## src/rtl/tt_um_tdm_demux.sv

```systemverilog
// TDM demultiplexer: aligns to a frame-sync marker on slot 0 and fans one serial bit per slot
// out to parallel channel outputs, publishing all channels together once per completed frame.
module tt_um_tdm_demux #(
    parameter int SLOTS       = 8,
    parameter int LOCK_FRAMES = 2
) (
    input  logic [7:0] ui_in,
    output logic [7:0] uo_out,
    input  logic [7:0] uio_in,
    output logic [7:0] uio_out,
    output logic [7:0] uio_oe,
    input  logic       ena,
    input  logic       clk,
    input  logic       rst_n
);

    typedef enum logic [1:0] {HUNT, ACQ, LOCK} state_t;

    localparam logic [2:0] LAST_SLOT = 3'(SLOTS - 1);
    localparam logic [2:0] LOCK_LAST = 3'(LOCK_FRAMES - 1);
    localparam logic [7:0] CH_MASK   = 8'((1 << SLOTS) - 1);

    logic       data;
    logic       sync;
    logic       beat;
    logic       clr;
    logic       unused_inputs;

    state_t     state;
    logic [2:0] slot_cnt;
    logic [2:0] good_cnt;
    logic [7:0] shadow;
    logic [7:0] frame_word;
    logic       strobe;
    logic       err_pulse;
    logic       sticky;

    assign data = ui_in[0];
    assign sync = ui_in[1];
    assign beat = ena & ui_in[2];
    assign clr  = ena & ui_in[3];

    assign unused_inputs = ^{uio_in, ui_in[7:4]};

    assign uio_out = {4'b0000, err_pulse, sticky, (state == LOCK), strobe};
    assign uio_oe  = 8'h0F;

    // Shadow frame with the bit arriving this cycle merged in, so publish needs no extra cycle.
    always_comb begin
        frame_word           = shadow;
        frame_word[slot_cnt] = data;
        frame_word           = frame_word & CH_MASK;
    end

    always_ff @(posedge clk or negedge rst_n) begin
        if (!rst_n) begin
            state     <= HUNT;
            slot_cnt  <= 3'd0;
            good_cnt  <= 3'd0;
            shadow    <= 8'h00;
            uo_out    <= 8'h00;
            strobe    <= 1'b0;
            err_pulse <= 1'b0;
            sticky    <= 1'b0;
        end else begin
            strobe    <= 1'b0;
            err_pulse <= 1'b0;
            if (clr) begin
                sticky <= 1'b0;
            end
            if (beat) begin
                case (state)
                    HUNT: begin
                        if (sync) begin
                            shadow[0] <= data;
                            slot_cnt  <= 3'd1;
                            good_cnt  <= 3'd0;
                            state     <= ACQ;
                        end
                    end
                    default: begin
                        if (sync && slot_cnt != 3'd0) begin
                            // Sync arrived early: treat this beat as the start of a fresh frame.
                            err_pulse <= 1'b1;
                            sticky    <= 1'b1;
                            shadow[0] <= data;
                            slot_cnt  <= 3'd1;
                            good_cnt  <= 3'd0;
                            state     <= ACQ;
                        end else if (!sync && slot_cnt == 3'd0) begin
                            err_pulse <= 1'b1;
                            sticky    <= 1'b1;
                            slot_cnt  <= 3'd0;
                            good_cnt  <= 3'd0;
                            state     <= HUNT;
                        end else begin
                            shadow[slot_cnt] <= data;
                            if (slot_cnt == LAST_SLOT) begin
                                slot_cnt <= 3'd0;
                                if (state == LOCK) begin
                                    uo_out <= frame_word;
                                    strobe <= 1'b1;
                                end else if (good_cnt == LOCK_LAST) begin
                                    state  <= LOCK;
                                    uo_out <= frame_word;
                                    strobe <= 1'b1;
                                end else begin
                                    good_cnt <= good_cnt + 3'd1;
                                end
                            end else begin
                                slot_cnt <= slot_cnt + 3'd1;
                            end
                        end
                    end
                endcase
            end
        end
    end

endmodule

```

## config.mk

```make
export PLATFORM = sky130hd
export DESIGN_NAME = tt_um_tdm_demux
export DESIGN_NICKNAME = d
export VERILOG_FILES = /design/src/rtl/tt_um_tdm_demux.sv
export SDC_FILE = /design/constraint.sdc
export NUM_CORES = 1
export LEC_CHECK = 0
export ABC_AREA = 0
export CORE_ASPECT_RATIO = 0.7
export CORE_MARGIN = 3
export CORE_UTILIZATION = 52
export CTS_CLUSTER_SIZE = 25
export DETAILED_ROUTE_END_ITERATION = 8
export GPL_TIMING_DRIVEN = 0
export MAX_ROUTING_LAYER = met4
export PLACE_DENSITY = 0.81
export SYNTH_ARGS = -nofsm -noshare
export SYNTH_HDL_FRONTEND = slang
export SYNTH_SLANG_ARGS = --single-unit
```

## constraint.sdc

```tcl
create_clock -name clk -period 4.3 [get_ports clk]
set_clock_uncertainty 0.15 [all_clocks]
set_input_delay 0.43 -clock clk [delete_from_list [all_inputs] [get_ports clk]]
set_output_delay 0.43 -clock clk [all_outputs]
set_load 0.03 [all_outputs]
```

Word level (Yosys, flattened, before mapping). Index checks and enable logic that the tools add are counted.

Input bits: 19. Flip-flop bits (word level): 27.

Muxes and demuxes: 44. Bitwise gates (word level): 5. $lt $le $gt $ge: 2. Add/subtract/negate cells: 2. Equal/unequal tests: 7. Reduce and logical (&&, ||, !) cells: 16.

Operators by type and width (number): 3-bit two-way mux (12); 1-bit two-way mux (21); 8-bit two-way mux (2); 2-bit two-way mux (7); 5-bit AND reduction (2); 8-bit bitwise mux (1); 4-bit nonzero test (2); 3-bit by 1-bit adder with 3-bit output (second input constant) (2); 6-bit AND reduction (1); 3-bit by 4-bit less-than comparator with 1-bit output (second input constant) (1); 4-bit by 1-bit inequality test with 1-bit output (second input constant) (1); 4-bit by 3-bit inequality test with 1-bit output (second input constant) (1); 4-bit AND reduction (1); 1-bit demux with 3-bit select (1); 3-bit by 1-bit equality test with 1-bit output (second input constant) (1); 3-bit equality test (second input constant) (1); 3-bit by 1-bit greater-or-equal comparator with 1-bit output (second input constant) (1); 1-bit logical AND (3); 3-bit zero test (1); 3-bit by 2-bit inequality test with 1-bit output (second input constant) (1); 1-bit NOT (3); 3-bit AND reduction (1); 3-bit nonzero test (1); 1-bit bitwise AND (2); other kinds (6) (6).

Logic depth before layout (Yosys ltp).
Depth in word-level cells: 8. Depth in mapped cells: 10. Mapped depth without buffers: 9.

Worst setup path before layout. OpenSTA, ideal clock, no wires.

Kind: flip-flop to flip-flop. Start: register slot_cnt[0]. End: register uo_out[0]. Clock period less this slack: 2.219 ns. Data required time: 4.016 ns. Stages on the path, launching flop included: 11. Slack: 2.081 ns. Data arrival time: 1.935 ns. Path buffers: 1. Cells stage by stage: dfrtp_1 inv_2 ha_1 nor2b_1 inv_1 ha_1 nor2_1 o2111ai_4 buf_6 nand2_1 o21ai_0.

Word-level cells in the longest chain between the ends: 7. Elaborated cells on any way between the ends: 16. Classes of those cells: order compare: 2; eq/ne: 1; mux: 5; bitwise: 2; reduce/logical: 6.

RTL lines: from (decl) (RTL line 30) `logic [2:0] slot_cnt;`; from (signal assigned) (RTL line 111) `slot_cnt <= slot_cnt + 3'd1;`; 3-bit by 4-bit less-than comparator with 1-bit output (implied by the code) / 3-bit by 1-bit greater-or-equal comparator with 1-bit output (equally long branches) (RTL line 51) `frame_word[slot_cnt] = data;`; 1-bit logical AND (implied by the code) (RTL line 51); 1-bit two-way mux (implied by the code) (RTL line 51); 1-bit demux with 3-bit select (RTL line 51); 8-bit bitwise mux (RTL line 51); 8-bit two-way mux (RTL line 103) `end else if (good_cnt == LOCK_LAST) begin`; 8-bit two-way mux (RTL line 100) `if (state == LOCK) begin`; to (signal assigned) (RTL line 101) `uo_out <= frame_word;`; to (signal assigned) (RTL line 105) `uo_out <= frame_word;`; to (decl) (RTL line 8) `output logic [7:0] uo_out,`.

Several ways; a longest one is shown, not always the timed one. The select of a mux whose other input is x is not followed. A chain may end at the register's enable or synchronous reset.

Worst setup path in the final report. Same ends and word-level chain as after synthesis.

==> impl_metrics.tcl <==
set metrics [dict create \
    cts_made_buffers 3 \
    synth_flop_cell "dfrtp_1" \
    seq_area_frac_synth 0.404 \
    synth.distinct_cells 42 \
    post-route-cell-area_um2 1980 \
    p_total_mw 0.988 \
    fill_cells 217 \
    setup_viol 0 \
    worst_setup_path_start_kind "flip-flop" \
    vias 1269 \
    crit_chain "inv_2, ha_1, nor2b_1, inv_1, ha_1, nor2_1, o2111ai_4, buf_6, nand2_1, o21ai_0" \
    max-vdd-ir-drop_mv 0.300 \
    cts.repair.resized 0 \
    cp-end-kind "flip-flop" \
    synth-edff-count 0 \
    ys_warn_count 0 \
    fin_nets 228 \
    root_buffer "clkbuf_8" \
    htree_levels 1 \
    dp_slack_ps 1740 \
    busiest_layer "met2" \
    ant_nets 0 \
    clk_path_buf_depth 2 \
    gp_congestion 0.947 \
    first_global_vias 1179 \
    ys_async_sr_fraction 1.00 \
    yosysMostFrequentCell "dfrtp_1" \
    worstSetupPathType "reg -> reg" \
    antenna_found_initial 0 \
    synth.avg_cell_area_um2 10.0 \
    viasPerCell 5.40 \
    status "complete, no violations" \
    clk_pin_slew_worst_paths_ps 90 \
    cts-hold-fix-buffers 0 \
    rows 16 \
    drive_gt1_frac 0.201 \
    hpwl_mm 2.61 \
    netlist_top_cells_count "dfrtp_1, nand2_1, buf_4, o21ai_0, nor2_1" \
    avgRoutedWirePerCell_um 14.1 \
    antenna_cells 0 \
    cts_tree "yes" \
    crit_path_frequent_cell "ha_1" \
    fmax_mhz 388 \
    grt_max_degree 28 \
    clock_latency_ps 280 \
    setup-tns-final_ps 0 \
    post_cts_buffers 0 \
    place_area_um2 1940 \
    synthCells 167 \
    crit_fanout 10 \
    dieArea_um2 3940 \
    clock-sinks 27 \
    synth_area_um2 1670 \
    dieWidth_um 73.8 \
    met3_usage 0.0417 \
    use_met2 0.321 \
    finalWorstSetupSlack_ps 1730 \
    drt_iter0_drc 78 \
    netlist_top_cells_area "dfrtp_1, buf_4, ha_1, mux2i_1, o21ai_0" \
    finalHoldViolCount 0 \
    cp.required_ps 4300 \
    instances_no_fill 235 \
    met1_usage 0.233 \
    worst_hold_path_type "in -> async" \
    first_pass_iters 4 \
    slew_headroom 0.598 \
    rsz0062_at_grt "false" \
    area_growth_pct 18.1 \
    synth_largest_area_cell "dfrtp_1" \
    maxCapViolations 0 \
    final_core_util 0.676 \
    crit_path_top_delay_cell "dfrtp_1" \
    grt_pass1_wl_mm 5.45 \
    grt_usage 0.188 \
    cp_top_family "simple AND/OR/NAND/NOR gates" \
    finalCritPeriodShare 0.599 \
    initial_core_util 0.572 \
    wirelength_mm 3.32 \
    max_stage_delay_ps 480 \
    place_inst 231 \
    drc 0 \
    port_buffers 18 \
    path_buf_inv 3 \
    synth_top_area_share 0.404 \
    power_density_nw_per_um2 500 \
    io_pins 43 \
    worst_slew_pin_slew_ps 603 \
    core_um2 2920 \
    synth-seq-cells 27 \
    maxSlewViolCount 0 \
    global_route.overflow_total 0 \
    arrival_ps 2570 \
    p_leak_nw 0.930 \
    min_period_ps 2570 \
    holdWs_ps 4.05 \
    die_y_um 53.5 \
]
[layout by cell type, fill, tap and decap left out, drive strengths merged, types with 2 or more instances in the layout]
master / count
inv: 6
ha: 9
a22o: 2
mux2i: 8
nand3: 2
buf: 21
clkdlybuf4s50: 17
nor2: 11
nand4: 2
a21oi: 5
a31oi: 2
clkbuf: 5
nor2b: 4
nand2: 17
dfrtp: 27
conb: 12
o21ai: 19
o211ai: 2
mux2: 7
a211oi: 2
nor3: 5
or3: 3
[sequential cells by signal, indices dropped and copies added (netlist names)]
signal     cells
slot_cnt       3
good_cnt       3
state          2
uo_out         8
shadow         8
sticky         1
err_pulse      1
strobe         1
[logic make-up after synthesis]
logic type,after synthesis,synth area share
and+or+nand+nor,49,0.147
AOI/OAI and AO/OA,38,0.170
buffers and inverters,27,0.113
DFF,27,0.404
muxes,15,0.0950
adders and majority gates,9,0.0673
other,2,0.00449
[routing by layer]
| layer | up-vias | wire (um) |
|---|---|---|
| li1 | 618 | - |
| met1 | 600 | 1430 |
| met3 | 3 | 295 |
| met4 | 0 | 17 |
| met2 | 48 | 1580 |
| met5 | - | 0 |
[final timing paths]
kind,startpoint,end,slack (ps),cells past startpoint
max in group asynchronous,rst_n,shadow[5],3600,1
min in group clk,uo_out[7],uo_out[7],340,2
worst min-delay path,rst_n,state[1],4,1
worst max-delay path,slot_cnt[0],uo_out[0],1730,10
worst max register to register,slot_cnt[0],uo_out[0],1730,10
worst min register to register,uo_out[7],uo_out[7],340,2
[where the power goes]
group / internal (mW) / leakage (nW) / switching, mW
combinational: 0.198 / 0.543 / 0.275
sequential: 0.309 / 0.364 / 0.0597
clock: 0.0665 / 0.0228 / 0.0793
[final cells by class]
cell class	instances	area [um^2]	area share
flip-flops and latches	27	676	0.342
multi-input cells	123	846	0.428
inverters	6	22.5	0.0114
plain buffers	21	166	0.0842
repair buffers	18	175	0.0887
clock buffers	4	45.0	0.0228
well taps	36	45.0	0.0228
(Power assumes the default switching activity.)
